[src/rtl/ps2_scancode_rx.sv]
// ---------------------------------------------------------------------------
// ps2_scancode_rx
//
// Receive-only PS/2 keyboard frame decoder. The raw keyboard clock and data
// are brought into the clk25 domain through two-flop synchronizers. The
// clock is then glitch-filtered, and each filtered falling edge shifts one
// bit of an 11-bit frame (start, 8 data LSB first, odd parity, stop).
// Accepted bytes appear on scancode together with a one-cycle found pulse.
// Rejected frames pulse parity_err or frame_err instead.
//
// Parameters:
//   FILTER_LEN   consecutive equal synchronized ps2_clk samples needed
//                before the filtered clock changes level
//   TIMEOUT_CYC  clk25 cycles without a falling edge before a partial
//                frame is abandoned (must fit the 15-bit idle counter)
//
// Ports:
//   clk25       in   system clock (25 MHz)
//   reset       in   asynchronous, active-high reset
//   ps2_clk     in   raw keyboard clock (asynchronous)
//   ps2_data    in   raw keyboard data (asynchronous)
//   scancode    out  [7:0] last accepted byte, held until the next one
//   found       out  one-cycle pulse: new scancode
//   parity_err  out  one-cycle pulse: frame rejected for parity
//   frame_err   out  one-cycle pulse: frame rejected (stop bit 0 / timeout)
//
// Configuration macro:
//   PS2_BREAK_FILTER_EN  when defined, an accepted 8'hF0 (break prefix) and
//                        the byte following it are swallowed: neither pulses
//                        found nor updates scancode.
// ---------------------------------------------------------------------------
module ps2_scancode_rx #(
  parameter int FILTER_LEN  = 8,
  parameter int TIMEOUT_CYC = 25000
) (
  input  logic       clk25,
  input  logic       reset,
  input  logic       ps2_clk,
  input  logic       ps2_data,
  output logic [7:0] scancode,
  output logic       found,
  output logic       parity_err,
  output logic       frame_err
);

  localparam logic [1:0] ST_IDLE   = 2'd0;
  localparam logic [1:0] ST_DATA   = 2'd1;
  localparam logic [1:0] ST_PARITY = 2'd2;
  localparam logic [1:0] ST_STOP   = 2'd3;

  localparam int          FCW      = (FILTER_LEN > 1) ? $clog2(FILTER_LEN) : 1;
  localparam logic [FCW-1:0] FCNT_LAST = FCW'(FILTER_LEN - 1);
  localparam logic [14:0] IDLE_LAST = 15'(TIMEOUT_CYC - 1);

  // Synchronizers and clock filter
  logic [1:0]     clk_sync_q, data_sync_q;
  logic           filt_q, filt_d;
  logic [FCW-1:0] fcnt_q, fcnt_d;
  logic           strobe_q, strobe_d;

  // Frame FSM
  logic [1:0]  state_q, state_d;
  logic [2:0]  bit_cnt_q, bit_cnt_d;
  logic [7:0]  shift_q, shift_d;
  logic        par_q, par_d;
  logic [14:0] idle_cnt_q, idle_cnt_d;
  logic [7:0]  scancode_q, scancode_d;
  logic        found_q, found_d;
  logic        parity_err_q, parity_err_d;
  logic        frame_err_q, frame_err_d;
`ifdef PS2_BREAK_FILTER_EN
  logic        skip_q, skip_d;
`endif

  logic clk_s, data_s;
  assign clk_s  = clk_sync_q[1];
  assign data_s = data_sync_q[1];

  // Filter: count consecutive samples that disagree with the filtered level;
  // any agreeing sample restarts the count, so short glitches never flip it.
  always_comb begin
    // NOTE: every signal driven here gets a default first so no path leaves
    // it unassigned; otherwise synthesis infers a latch.
    filt_d   = filt_q;
    fcnt_d   = '0;
    strobe_d = 1'b0;
    if (clk_s != filt_q) begin
      if (fcnt_q == FCNT_LAST) begin
        filt_d   = clk_s;
        strobe_d = filt_q;  // only a 1->0 change produces a strobe
      end else begin
        fcnt_d = fcnt_q + 1'b1;
      end
    end
  end

  always_comb begin
    state_d      = state_q;
    bit_cnt_d    = bit_cnt_q;
    shift_d      = shift_q;
    par_d        = par_q;
    idle_cnt_d   = '0;
    scancode_d   = scancode_q;
    found_d      = 1'b0;
    parity_err_d = 1'b0;
    frame_err_d  = 1'b0;
`ifdef PS2_BREAK_FILTER_EN
    skip_d       = skip_q;
`endif

    if (state_q == ST_IDLE) begin
      if (strobe_q && !data_s) begin
        state_d   = ST_DATA;
        bit_cnt_d = 3'd0;
      end
    end else if (strobe_q) begin
      // A strobe always wins over a timeout landing in the same cycle.
      unique case (state_q)
        ST_DATA: begin
          shift_d   = {data_s, shift_q[7:1]};
          bit_cnt_d = bit_cnt_q + 3'd1;
          if (bit_cnt_q == 3'd7) state_d = ST_PARITY;
        end
        ST_PARITY: begin
          par_d   = data_s;
          state_d = ST_STOP;
        end
        default: begin  // ST_STOP
          state_d = ST_IDLE;
          if (!data_s) begin
            frame_err_d = 1'b1;
          end else if (!(^{shift_q, par_q})) begin
            parity_err_d = 1'b1;
          end else begin
`ifdef PS2_BREAK_FILTER_EN
            if (skip_q) begin
              skip_d = 1'b0;
            end else if (shift_q == 8'hF0) begin
              skip_d = 1'b1;
            end else begin
              scancode_d = shift_q;
              found_d    = 1'b1;
            end
`else
            scancode_d = shift_q;
            found_d    = 1'b1;
`endif
          end
        end
      endcase
    end else if (idle_cnt_q == IDLE_LAST) begin
      state_d     = ST_IDLE;
      frame_err_d = 1'b1;
    end else begin
      idle_cnt_d = idle_cnt_q + 15'd1;
    end
  end

  // NOTE: sequential state uses non-blocking assignments so every register
  // samples the pre-edge values, independent of statement order.
  always_ff @(posedge clk25 or posedge reset) begin
    if (reset) begin
      clk_sync_q   <= 2'b11;
      data_sync_q  <= 2'b11;
      filt_q       <= 1'b1;
      fcnt_q       <= '0;
      strobe_q     <= 1'b0;
      state_q      <= ST_IDLE;
      bit_cnt_q    <= 3'd0;
      shift_q      <= 8'h00;
      par_q        <= 1'b0;
      idle_cnt_q   <= 15'd0;
      scancode_q   <= 8'h00;
      found_q      <= 1'b0;
      parity_err_q <= 1'b0;
      frame_err_q  <= 1'b0;
    end else begin
      clk_sync_q   <= {clk_sync_q[0], ps2_clk};
      data_sync_q  <= {data_sync_q[0], ps2_data};
      filt_q       <= filt_d;
      fcnt_q       <= fcnt_d;
      strobe_q     <= strobe_d;
      state_q      <= state_d;
      bit_cnt_q    <= bit_cnt_d;
      shift_q      <= shift_d;
      par_q        <= par_d;
      idle_cnt_q   <= idle_cnt_d;
      scancode_q   <= scancode_d;
      found_q      <= found_d;
      parity_err_q <= parity_err_d;
      frame_err_q  <= frame_err_d;
    end
  end

`ifdef PS2_BREAK_FILTER_EN
  always_ff @(posedge clk25 or posedge reset) begin
    if (reset) skip_q <= 1'b0;
    else       skip_q <= skip_d;
  end
`endif

  assign scancode   = scancode_q;
  assign found      = found_q;
  assign parity_err = parity_err_q;
  assign frame_err  = frame_err_q;

endmodule
[config.mk]
export PLATFORM = sky130hd
export DESIGN_NAME = ps2_scancode_rx
export DESIGN_NICKNAME = d
export VERILOG_FILES = /design/src/rtl/ps2_scancode_rx.sv
export SDC_FILE = /design/constraint.sdc
export NUM_CORES = 1
export LEC_CHECK = 0
export CAP_MARGIN = 20
export CELL_PAD_IN_SITES_DETAIL_PLACEMENT = 0
export CELL_PAD_IN_SITES_GLOBAL_PLACEMENT = 1
export CORE_UTILIZATION = 51
export DETAILED_ROUTE_END_ITERATION = 16
export PLACE_DENSITY = 0.92
export SLEW_MARGIN = 20
export SYNTH_ARGS = -nofsm -noshare
export SYNTH_HDL_FRONTEND = slang
export SYNTH_SLANG_ARGS = --single-unit
[constraint.sdc]
create_clock -name clk25 -period 4.3 [get_ports clk25]
set_clock_uncertainty 0.2 [all_clocks]
set_input_delay 0.43 -clock clk25 [delete_from_list [all_inputs] [get_ports clk25]]
set_output_delay 0.43 -clock clk25 [all_outputs]
set_load 0.005 [all_outputs]
# ---- Yosys cells after proc, flatten, opt, wreduce, memory -nomap -nowiden
# Cells that the tools add are included.
# W data, S select, Z words.
dict set report word_totals {
  regBits 49
  inputBits 4
}
dict set report classes {
  add_sub_neg 3
  n_eq_ne 8
  muxes 32
  n_bitwise 2
  n_reduce_logical 14
}
# op count
set op_table {}
lappend op_table {{$mux W15} 3}
lappend op_table {{$mux W3} 6}
lappend op_table {{$mux W1} 17}
lappend op_table {{$add A15 B1 Y15 const B} 1}
lappend op_table {{$eq A15 B15 Y1 const B} 1}
lappend op_table {{$reduce_and A3 Y1} 4}
lappend op_table {{$mux W2} 5}
lappend op_table {{$reduce_xor A9 Y1} 1}
lappend op_table {{$add A3 B1 Y3 const B} 2}
lappend op_table {{$eq A3 B3 Y1 const B} 2}
lappend op_table {{$reduce_and A5 Y1} 1}
lappend op_table {{$ne A4 B4 Y1 const B} 1}
lappend op_table {{$pmux W2 S2} 1}
lappend op_table {{$reduce_bool A2 Y1} 2}
lappend op_table {{$reduce_bool A3 Y1} 1}
lappend op_table {{$eq A2 B1 Y1 const B} 1}
lappend op_table {{$eq A2 B2 Y1 const B} 1}
lappend op_table {{$logic_not A2 Y1} 1}
lappend op_table {{$ne A2 B1 Y1 const B} 1}
lappend op_table {{$not A1 Y1} 2}
lappend op_table {{$reduce_and A2 Y1} 1}
lappend op_table {{$reduce_or A2 Y1} 1}
lappend op_table {{$logic_and A1 B1 Y1} 1}
lappend op_table {{$logic_not A1 Y1} 1}
lappend op_table {{$ne A1 B1 Y1} 1}

# ---- Depth between registers and ports, before layout
# Gate-level depths: netlist of run 1.
dict set report depth {
  depth_word 6
  ltp_mapped 7
  ltp_nobuf 6
}

# ---- Worst setup path before layout of run 1
# No wires, ideal clock.
dict set report synth_timing {
  path_kind {register to register}
  from {register shift_q[3]}
  to {register scancode_q[0], in the netlist scancode[0]}
  setup_time_ns 0.125
  arrival_ns 1.668
  t_required_ns 3.975
  setup_slack_ns 2.308
  path_stages_with_launch 5
  cell_sequence {dfrtp_1 xor2_1 xnor3_2 mux2i_4 mux2_2}
}
dict set report synth_via {
  elab_chain_len 2
}
# item line
set synth_lines {}
lappend synth_lines {{start: declaration} 64} ;# logic [7:0] shift_q, shift_d;
lappend synth_lines {{start signal: assignment} 185} ;# shift_q <= shift_d;
lappend synth_lines {{$reduce_xor A9 Y1} 132} ;# end else if (!(^{shift_q, par_q})) begin
lappend synth_lines {{$reduce_and A5 Y1 (no line)} n/a}
lappend synth_lines {{end signal: assignment} 188} ;# scancode_q <= scancode_d;
lappend synth_lines {{end: declaration} 67} ;# logic [7:0] scancode_q, scancode_d;
# Every way passes these cells.
# A chain may end at the register's enable or synchronous reset.

# ---- Final worst setup path of run 1
dict set report layout_timing {
  from {register shift_q[3]}
  to {register scancode_q[5], in the netlist scancode[5]}
}
# Same word-level chain as after synthesis.

==> flow_metrics.py, run 1 <==
metrics = {
    "setup_path": {
        "cp.required_ns": 4.28,
        "cp-end-kind": "flip-flop",
        "crit_chain": "xor2_1 > xnor3_2 > mux2i_4 > mux2_2",
        "cp.arrival_ns": 2.12,
        "critPathSlowestCell": "xnor3_2",
        "path_class": "flip-flop to flip-flop",
        "cp-start-kind": "flip-flop",
        "reg2reg_setup_slack_ns": 2.17,
        "cp_num_buf_inv": 0,
        "cp_slowest_stage_delay_ns": 0.44,
        "ff2ff_path_depth": 4,
        "cp_num_cells": 4,
        "cpLargestDelayFamily": "multiplexers",
        "crit_path_max_fanout": 8,
    },
    "place": {
        "place_ws_ns": 2.18,
        "placement.io_buffers": 14,
        "place_congestion": 0.769,
        "dpl.hpwl_mm": 2.65,
        "dp.cells": 246,
    },
    "timing": {
        "hold_viol": 0,
        "tightest_slew_ns": 0.507,
        "period_share": 0.496,
        "fin_setup_tns_ns": 0,
        "drv_slew": 0,
        "relSlewSlack": 0.662,
        "finalSetupViolations": 0,
        "fin_crit_ns": 2.13,
        "rsz0062_at_grt": "no",
        "fmax_ghz": 0.469,
        "timing.final.ws_setup_ns": 2.17,
    },
    "cts": {
        "cts-root-buf": "clkbuf_8",
        "ctsHoldBuffers": 0,
        "post_cts_resized": 0,
        "cts_sinks": 49,
        "h-tree-depth": 2,
        "clock_path_buffers": 2,
        "cts_setup_buffers": 0,
        "cts_tree": "yes",
        "clk_latency_ns": 0.30,
        "cts_buffers": 5,
        "path_clk_slew_ns": 0.09,
    },
    "detailed_routing": {
        "ant_nets": 0,
        "vias": 1395,
        "drc": 0,
        "wl_per_cell_um": 14.5,
        "initialDrtViolationCount": 69,
        "drt-total-wl_mm": 3.69,
        "vias_per_cell": 5.47,
        "drt_pass1_iterations": 4,
    },
    "yosys": {
        "yosys_register_bits": 49,
        "yosysTopAreaCellShare": 0.491,
        "synth_area_leaders": "dfrtp_1 (49%), mux2_2 (9.5%), dfstp_2 (5.9%), ha_1 (5.0%), xnor2_1 (3.5%)",
        "syn_area_per_cell_um2": 12.1,
        "synthesis.area_um2": 2240,
        "yosysTopAreaCell": "dfrtp_1",
        "ys_types": 35,
        "synthCells": 186,
        "syn-num-nets": 199,
        "seq_area_frac_synth": 0.549,
        "yosys_warnings": 0,
    },
    "grt": {
        "grtUsageTotal": 0.193,
        "grt_max_degree": 50,
        "antenna_found_initial": 0,
        "grt.overflow.total": 0,
        "grt_pass1_wl_mm": 6.33,
        "grt_pass1_vias": 1390,
    },
    "layout": {
        "syn_to_final_growth_pct": 13.8,
        "nets": 217,
        "antennaDiodeCount": 0,
        "final_common_cell": "dfrtp_1",
        "layout_common_cells": "dfrtp_1 (44), mux2_2 (19), nor2_1 (16)",
        "drive_gt1_frac": 0.185,
        "utilization": 0.621,
        "fin_cells": 255,
    },
    "outcome": {
        "status": "finished, final reports clean",
    },
    "die": {
        "std_cell_rows": 23,
        "die_h_um": 68.3,
        "die_w_um": 68.3,
        "die_area_um2": 4670,
        "pin_count": 15,
        "core_um2": 4120,
        "initial_core_util": 0.545,
    },
    "flow_run": {
        "cap_violations": 0,
    },
    "hold_path": {
        "hold_class": "flip-flop to flip-flop",
        "whs_path_depth": 0,
    },
    "power_and_ir_drop": {
        "ir_drop_mv": 0.240,
        "p_leak_nw": 1.16,
        "power_density_nw_per_um2": 378,
    },
}
==> where the power goes <==
group          switching, mW  internal (mW)  total, mW
sequential            0.0267          0.501      0.527
clock                  0.146          0.131      0.276
combinational         0.0991         0.0633      0.162
==> registers in the layout, summed over array words and instances, names as in the netlist <==
signal / cells
clk_sync_q: 2
idle_cnt_q: 15
frame_err: 1
scancode: 8
filt_q: 1
fcnt_q: 3
par_q: 1
parity_err: 1
state_q: 2
strobe_q: 1
shift_q: 8
bit_cnt_q: 3
found: 1
data_sync_q: 2
==> logic make-up after synthesis <==
| logic type | Yosys count | share of synthesized area |
|---|---|---|
| xor gates and xnor gates | 17 | 0.0792 |
| muxes | 22 | 0.114 |
| adders and majority gates | 9 | 0.0502 |
| AOI/OAI and AO/OA | 15 | 0.0385 |
| and+or+nand+nor | 64 | 0.152 |
| buffers and inverters | 10 | 0.0167 |
| DFF | 49 | 0.549 |
==> per-stage QoR <==
stage	power [mW]	area [um^2]	hold WS, ns
2_1_floorplan	0.654	2240	0.145
3_3_place_gp	0.682	2430	0.147
3_5_place_dp	0.697	2430	0.150
4_1_cts	0.980	2530	0.162
5_1_grt	1.03	2550	0.165
6_report	0.966	2550	0.160
==> cell usage after synthesis (all sizes together) <==
cell type	count
a21oi	5
a31oi	2
a32o	1
and2	2
and2b	1
and3	2
and3b	1
and4b	1
clkbuf	4
dfrtp	44
dfstp	5
ha	9
inv	6
mux2	19
mux2i	3
nand2	14
nand2b	1
nand3	5
nand4	3
nor2	16
nor2b	3
nor3	3
nor3b	1
nor4	2
nor4bb	3
o21ai	6
o22a	1
or2	1
or3	4
or4	1
xnor2	9
xnor3	2
xor2	6
==> metal layers <==
layer | GRT usage | routed length [um]
met1 | 0.232 | 1630
met2 | 0.317 | 1880
met3 | 0.0600 | 114
met4 | 0.0859 | 63
met5 | 0 | 0
==> area by class of cell <==
type | count | area [um^2]
Clock buffer | 7 | 86.3
Clock inverter | 1 | 7.51
Fill cell | 335 | 1560
Inverter | 6 | 22.5
Multi-Input combinational cell | 127 | 975
Sequential cell | 49 | 1230
Tap cell | 50 | 62.6
Timing Repair Buffer | 15 | 168
==> worst paths after layout <==
kind / from / end
max: shift_q[3]$_DFFE_PP0P_ / scancode[5]$_DFFE_PP0P_
min: data_sync_q[0]$_DFF_PP1_ / data_sync_q[1]$_DFF_PP1_
max reg2reg: shift_q[3]$_DFFE_PP0P_ / scancode[5]$_DFFE_PP0P_
min reg2reg: data_sync_q[0]$_DFF_PP1_ / data_sync_q[1]$_DFF_PP1_
max in group asynchronous: reset / data_sync_q[1]$_DFF_PP1_
min in group asynchronous: reset / found$_DFF_PP0_
Power figures use the tool's default switching activity.
==> run 2: changes to the inputs <==
--- a/config.mk
+++ b/config.mk
@@ -8,9 +8,9 @@
 export CAP_MARGIN = 20
 export CELL_PAD_IN_SITES_DETAIL_PLACEMENT = 0
 export CELL_PAD_IN_SITES_GLOBAL_PLACEMENT = 1
-export CORE_UTILIZATION = 51
+export CORE_UTILIZATION = 42
 export DETAILED_ROUTE_END_ITERATION = 16
-export PLACE_DENSITY = 0.92
+export PLACE_DENSITY = 0.82
 export SLEW_MARGIN = 20
 export SYNTH_ARGS = -nofsm -noshare
 export SYNTH_HDL_FRONTEND = slang
==> constraint.sdc (replaced) <==
create_clock -name clk25 -period 1.75 [get_ports clk25]
set_clock_uncertainty 0.2 [all_clocks]
set_input_delay 0.175 -clock clk25 [delete_from_list [all_inputs] [get_ports clk25]]
set_output_delay 0.175 -clock clk25 [all_outputs]
set_load 0.005 [all_outputs]
==> flow_metrics.py, run 2 (same netlist as run 1, synthesis figures left out) <==
metrics = {
    "die": {
        "die_h_um": 75.1,
        "std_cell_rows": 26,
        "pin_count": 15,
        "core_um2": 5140,
        "die_area_um2": 5640,
        "die_w_um": 75.1,
        "initial_core_util": 0.437,
    },
    "layout": {
        "syn_to_final_growth_pct": 35.9,
        "final_common_cell": "dfrtp_1",
        "nets": 255,
        "fillers": 460,
        "top_register": "idle_cnt_q",
        "drive_gt1_frac": 0.407,
        "fin_cells": 313,
        "final_area_um2": 3050,
        "antennaDiodeCount": 0,
        "layout_common_cells": "dfrtp_1 (43), buf_4 (36), nor2_1 (15)",
        "utilization": 0.593,
        "largest_reg_flops": 15,
    },
    "timing": {
        "rsz0062_at_grt": "yes",
        "hold_viol": 0,
        "fin_crit_ns": 2.01,
        "fmax_ghz": 0.496,
        "drv_slew": 0,
        "tightest_slew_ns": 0.309,
        "period_share": 1.15,
        "relSlewSlack": 0.792,
        "finalSetupViolations": 13,
        "timing.final.ws_setup_ns": -0.264,
    },
    "power_and_ir_drop": {
        "power_density_nw_per_um2": 905,
        "seqPwrFrac": 0.471,
        "finalPower_mw": 2.76,
        "intPower_mw": 2.01,
        "switching_power_mw": 0.750,
        "sw_frac_of_total": 0.272,
        "ir_drop_mv": 0.549,
        "clkPwrFrac": 0.303,
        "comb_power_share": 0.226,
        "p_leak_nw": 1.41,
    },
    "detailed_routing": {
        "ant_nets": 0,
        "drt_pass1_iterations": 4,
        "vias_per_cell": 4.89,
        "initialDrtViolationCount": 56,
        "drc": 0,
        "wl_per_cell_um": 12.8,
        "drt-total-wl_mm": 4.00,
        "vias": 1532,
    },
    "place": {
        "placement.io_buffers": 14,
        "place_ws_ns": -0.289,
        "dpl.hpwl_mm": 2.76,
        "place_congestion": 0.738,
        "dp.cells": 301,
        "place_area_um2": 2760,
    },
    "grt": {
        "grtUsageTotal": 0.164,
        "grt_pass1_wl_mm": 6.81,
        "grt_pass1_vias": 1552,
        "grt_max_degree": 50,
        "grt.overflow.total": 0,
        "antenna_found_initial": 0,
    },
    "outcome": {
        "violations": "negative setup slack",
        "status": "finished with violations",
    },
    "setup_path": {
        "crit_path_max_fanout": 8,
        "cp.required_ns": 1.74,
        "critPathSlowestCell": "xnor3_2",
        "cp.arrival_ns": 2.00,
        "worstReg2RegEnd": "scancode[2]$_DFFE_PP0P_",
        "ff2ff_path_depth": 5,
        "cp-start-kind": "flip-flop",
        "cp-end-kind": "flip-flop",
        "crit_chain": "xnor2_1 > xnor3_2 > mux2i_4 > buf_12 > mux2_4",
        "regToRegStartpoint": "shift_q[6]$_DFFE_PP0P_",
        "cp_slowest_stage_delay_ns": 0.48,
        "path_class": "flip-flop to flip-flop",
        "reg2reg_setup_slack_ns": -0.26,
    },
    "cts": {
        "cts_sinks": 49,
        "h-tree-depth": 2,
        "ctsHoldBuffers": 0,
        "clock_path_buffers": 2,
        "cts_tree": "yes",
        "cts_buffers": 5,
        "path_clk_slew_ns": 0.09,
        "cts-root-buf": "clkbuf_8",
        "clk_latency_ns": 0.30,
    },
    "hold_path": {
        "hold_class": "input pin to asynchronous set/reset pin",
    },
    "flow_run": {
        "cap_violations": 0,
    },
}
[run 2: timing repair]
action,in CTS,in global routing
buffers inserted,2,2
setup endpoints to repair,35,34
endpoints found under the hold margin,0,0
pin swaps,3,11
gates resized for setup,15,14
[run 2: worst max-delay path by stage]
| stage | startpoint | endpoint | slack [ns] | cells after the start |
|---|---|---|---|---|
| 3_3_place_gp | shift_q[4]$_DFFE_PP0P_ | scancode[0]$_DFFE_PP0P_ | -0.24 | 5 |
| 6_report | shift_q[6]$_DFFE_PP0P_ | scancode[2]$_DFFE_PP0P_ | -0.26 | 5 |
| 3_5_place_dp | shift_q[5]$_DFFE_PP0P_ | scancode[2]$_DFFE_PP0P_ | -0.29 | 5 |
| 2_1_floorplan | shift_q[4]$_DFFE_PP0P_ | scancode[0]$_DFFE_PP0P_ | -0.23 | 4 |
| 4_1_cts | par_q$_DFFE_PP0P_ | scancode[2]$_DFFE_PP0P_ | -0.29 | 5 |
| 5_1_grt | shift_q[6]$_DFFE_PP0P_ | parity_err$_DFF_PP0_ | -0.32 | 5 |
[run 2: final cells by class]
type	instances	area (um^2)	area share
repair buffers	53	462	0.151
clock inverters	2	37.5	0.0123
clock buffers	6	82.6	0.0271
inverters	6	22.5	0.00738
multi-input cells	127	1120	0.369
well taps	70	87.6	0.0287
flip-flops and latches	49	1230	0.404
[run 2: routing by layer]
| metal | share of wire | track usage | vias to the layer above |
|---|---|---|---|
| met3 | 0.023 | 0.0361 | 6 |
| met1 | 0.46 | 0.207 | 758 |
| met2 | 0.50 | 0.273 | 18 |
| met4 | 0.017 | 0.0692 | 0 |
| met5 | 0 | 0 | - |
| li1 | - | - | 750 |
[run 2: metrics by stage]
step           hold slack [ns]  setup TNS, ns
2_1_floorplan          -0.0205          -1.83
3_3_place_gp             0.145          -2.26
3_5_place_dp             0.149          -2.82
4_1_cts                 0.0277          -2.70
5_1_grt                 0.0425          -3.56
6_report                0.0236          -2.64
[run 2: power by group through the flow]
stage          sequential [mW]  clock, mW  combinational [mW]
4_1_cts                   1.29      0.865               0.589
5_1_grt                   1.32      0.902               0.705
3_5_place_dp              1.31          0               0.552
3_3_place_gp              1.31          0               0.538
6_report                  1.30      0.837               0.623
2_1_floorplan             1.30          0               0.324
[run 2: critical path: cells and delay by family (launching register included)]
family,cells,cell delay [ns]
flip-flops,1,0.40
multiplexers,2,0.50
buffers and inverters,1,0.16
XOR/XNOR,2,0.65
==> run 3: changes to the inputs <==
--- a/config.mk
+++ b/config.mk
@@ -11,7 +11,7 @@
 export CORE_UTILIZATION = 42
 export DETAILED_ROUTE_END_ITERATION = 16
 export PLACE_DENSITY = 0.82
-export SLEW_MARGIN = 20
+export SKIP_LAST_GASP = 1
 export SYNTH_ARGS = -nofsm -noshare
 export SYNTH_HDL_FRONTEND = slang
 export SYNTH_SLANG_ARGS = --single-unit
==> flow_metrics.py, run 3 (same netlist as run 1, synthesis figures left out) <==
metrics = {
    "setup_path": {
        "cp-end-kind": "flip-flop",
        "cp-start-kind": "flip-flop",
        "path_class": "flip-flop to flip-flop",
        "crit_chain": "xnor2_1 > xnor3_2 > mux2i_4 > buf_12 > mux2_4",
        "critPathSlowestCell": "xnor3_2",
        "crit_path_max_fanout": 8,
        "cp_slowest_stage_delay_ns": 0.48,
        "cp.arrival_ns": 2.01,
        "cpLargestDelayFamily": "XOR/XNOR gates",
        "cp.required_ns": 1.74,
        "cp_num_buf_inv": 1,
    },
    "timing": {
        "tightest_slew_ns": 0.309,
        "hold_viol": 0,
        "drv_slew": 0,
        "fin_crit_ns": 2.02,
        "relSlewSlack": 0.792,
        "timing.final.ws_setup_ns": -0.266,
        "whs_ns": 0.0231,
        "finalSetupViolations": 13,
        "rsz0062_at_grt": "yes",
        "period_share": 1.15,
        "fmax_ghz": 0.496,
    },
    "die": {
        "die_w_um": 75.1,
        "core_um2": 5140,
        "pin_count": 15,
        "std_cell_rows": 26,
        "initial_core_util": 0.437,
        "die_h_um": 75.1,
        "die_area_um2": 5640,
    },
    "grt": {
        "antenna_found_initial": 0,
        "grt.overflow.total": 0,
        "grt_max_degree": 50,
        "grtUsageTotal": 0.163,
        "grt_pass1_vias": 1552,
        "grt_pass1_wl_mm": 6.77,
    },
    "outcome": {
        "violations": "negative setup slack",
        "status": "finished with violations",
    },
    "cts": {
        "path_clk_slew_ns": 0.09,
        "clock_path_buffers": 2,
        "cts_tree": "yes",
        "cts_sinks": 49,
        "cts_buffers": 5,
        "clk_latency_ns": 0.30,
        "ctsHoldBuffers": 0,
        "h-tree-depth": 2,
        "cts-root-buf": "clkbuf_8",
    },
    "detailed_routing": {
        "drc": 0,
        "initialDrtViolationCount": 64,
        "drt-total-wl_mm": 3.98,
        "maxUsedRoutingLayer": "met4",
        "vias_per_cell": 4.90,
        "drt_pass1_iterations": 4,
        "met3_wirelength_um": 87,
        "m1WireLength_mm": 1.85,
        "wl_per_cell_um": 12.7,
        "vias": 1533,
        "met2_length_mm": 1.98,
        "ant_nets": 0,
    },
    "power_and_ir_drop": {
        "power_density_nw_per_um2": 905,
        "ir_drop_mv": 0.549,
        "p_leak_nw": 1.41,
    },
    "place": {
        "place_congestion": 0.738,
        "placement.io_buffers": 14,
        "dpl.hpwl_mm": 2.76,
    },
    "layout": {
        "nets": 255,
        "utilization": 0.593,
        "syn_to_final_growth_pct": 35.8,
        "drive_gt1_frac": 0.403,
        "layout_common_cells": "dfrtp_1 (43), buf_4 (36), nor2_1 (15)",
        "final_common_cell": "dfrtp_1",
        "top_register": "idle_cnt_q",
        "largest_reg_flops": 15,
        "antennaDiodeCount": 0,
    },
    "flow_run": {
        "cap_violations": 0,
    },
    "hold_path": {
        "hold_class": "input pin to asynchronous set/reset pin",
    },
}
==> run 3: changes by cell type in the layout (fill, tap and decap cells not counted) <==
cell | previous run | this run
ha_1 | 6 | 7
ha_2 | 1 | 0
==> run 3: final timing paths <==
kind / startpoint / slack [ns] / depth (start not counted) / to
worst max-delay path: shift_q[6]$_DFFE_PP0P_ / -0.27 / 5 / scancode[2]$_DFFE_PP0P_
worst min-delay path: reset / 0.02 / 3 / scancode[5]$_DFFE_PP0P_
worst max register to register: shift_q[6]$_DFFE_PP0P_ / -0.27 / 5 / scancode[2]$_DFFE_PP0P_
worst min register to register: data_sync_q[0]$_DFF_PP1_ / 0.16 / 0 / data_sync_q[1]$_DFF_PP1_
max in group asynchronous: reset / 1.06 / 3 / clk_sync_q[1]$_DFF_PP1_
min in group clk25: ps2_clk / 0.07 / 1 / clk_sync_q[0]$_DFF_PP1_
==> run 3: worst reg2reg max path: stages (launching register included) <==
cell and delay (ns):
dfrtp_1 0.40, xnor2_1 0.17, xnor3_2 0.48, mux2i_4 0.20
buf_12 0.16, mux2_4 0.30
==> run 3: layout make-up <==
type                            count  area, um^2
Fill cell                         459        2090
Inverter                            6        22.5
Clock inverter                      2        37.5
Clock buffer                        6        82.6
Timing Repair Buffer               53         462
Tap cell                           70        87.6
Multi-Input combinational cell    127        1120
Sequential cell                    49        1230
==> run 3: metal layers <==
metal | vias to the layer above | global-route usage
met2 | 16 | 0.273
met5 | - | 0
met1 | 760 | 0.204
met3 | 6 | 0.0361
li1 | 751 | -
met4 | 0 | 0.0692
==> run 3: what timing repair did <==
| action | 4_1_cts | 5_1_grt |
|---|---|---|
| resized for setup | 14 | 14 |
| endpoints found under the setup margin | 35 | 34 |
| pin swaps | 3 | 13 |
| endpoints found under the hold margin | 0 | 0 |
| setup buffers | 2 | 2 |
==> run 3: through the flow <==
stage | setup slack [ns] | total power [mW] | TNS, ns | instances | area [um^2]
final | -0.266 | 2.76 | -2.70 | 313 | 3050
after floorplan | -0.228 | 1.63 | -1.83 | 186 | 2260
after detailed placement | -0.289 | 1.86 | -2.82 | 301 | 2760
after global routing | -0.325 | 2.92 | -3.69 | 313 | 3050
after global placement | -0.239 | 1.84 | -2.26 | 301 | 2760
after CTS | -0.285 | 2.74 | -2.71 | 311 | 2960
==> run 3: where the power goes <==
part           switching, mW  leakage [nW]  total, mW  internal (mW)
Combinational          0.309         0.690      0.621          0.312
Sequential            0.0692         0.659       1.30           1.23
Clock                  0.372        0.0574      0.837          0.465
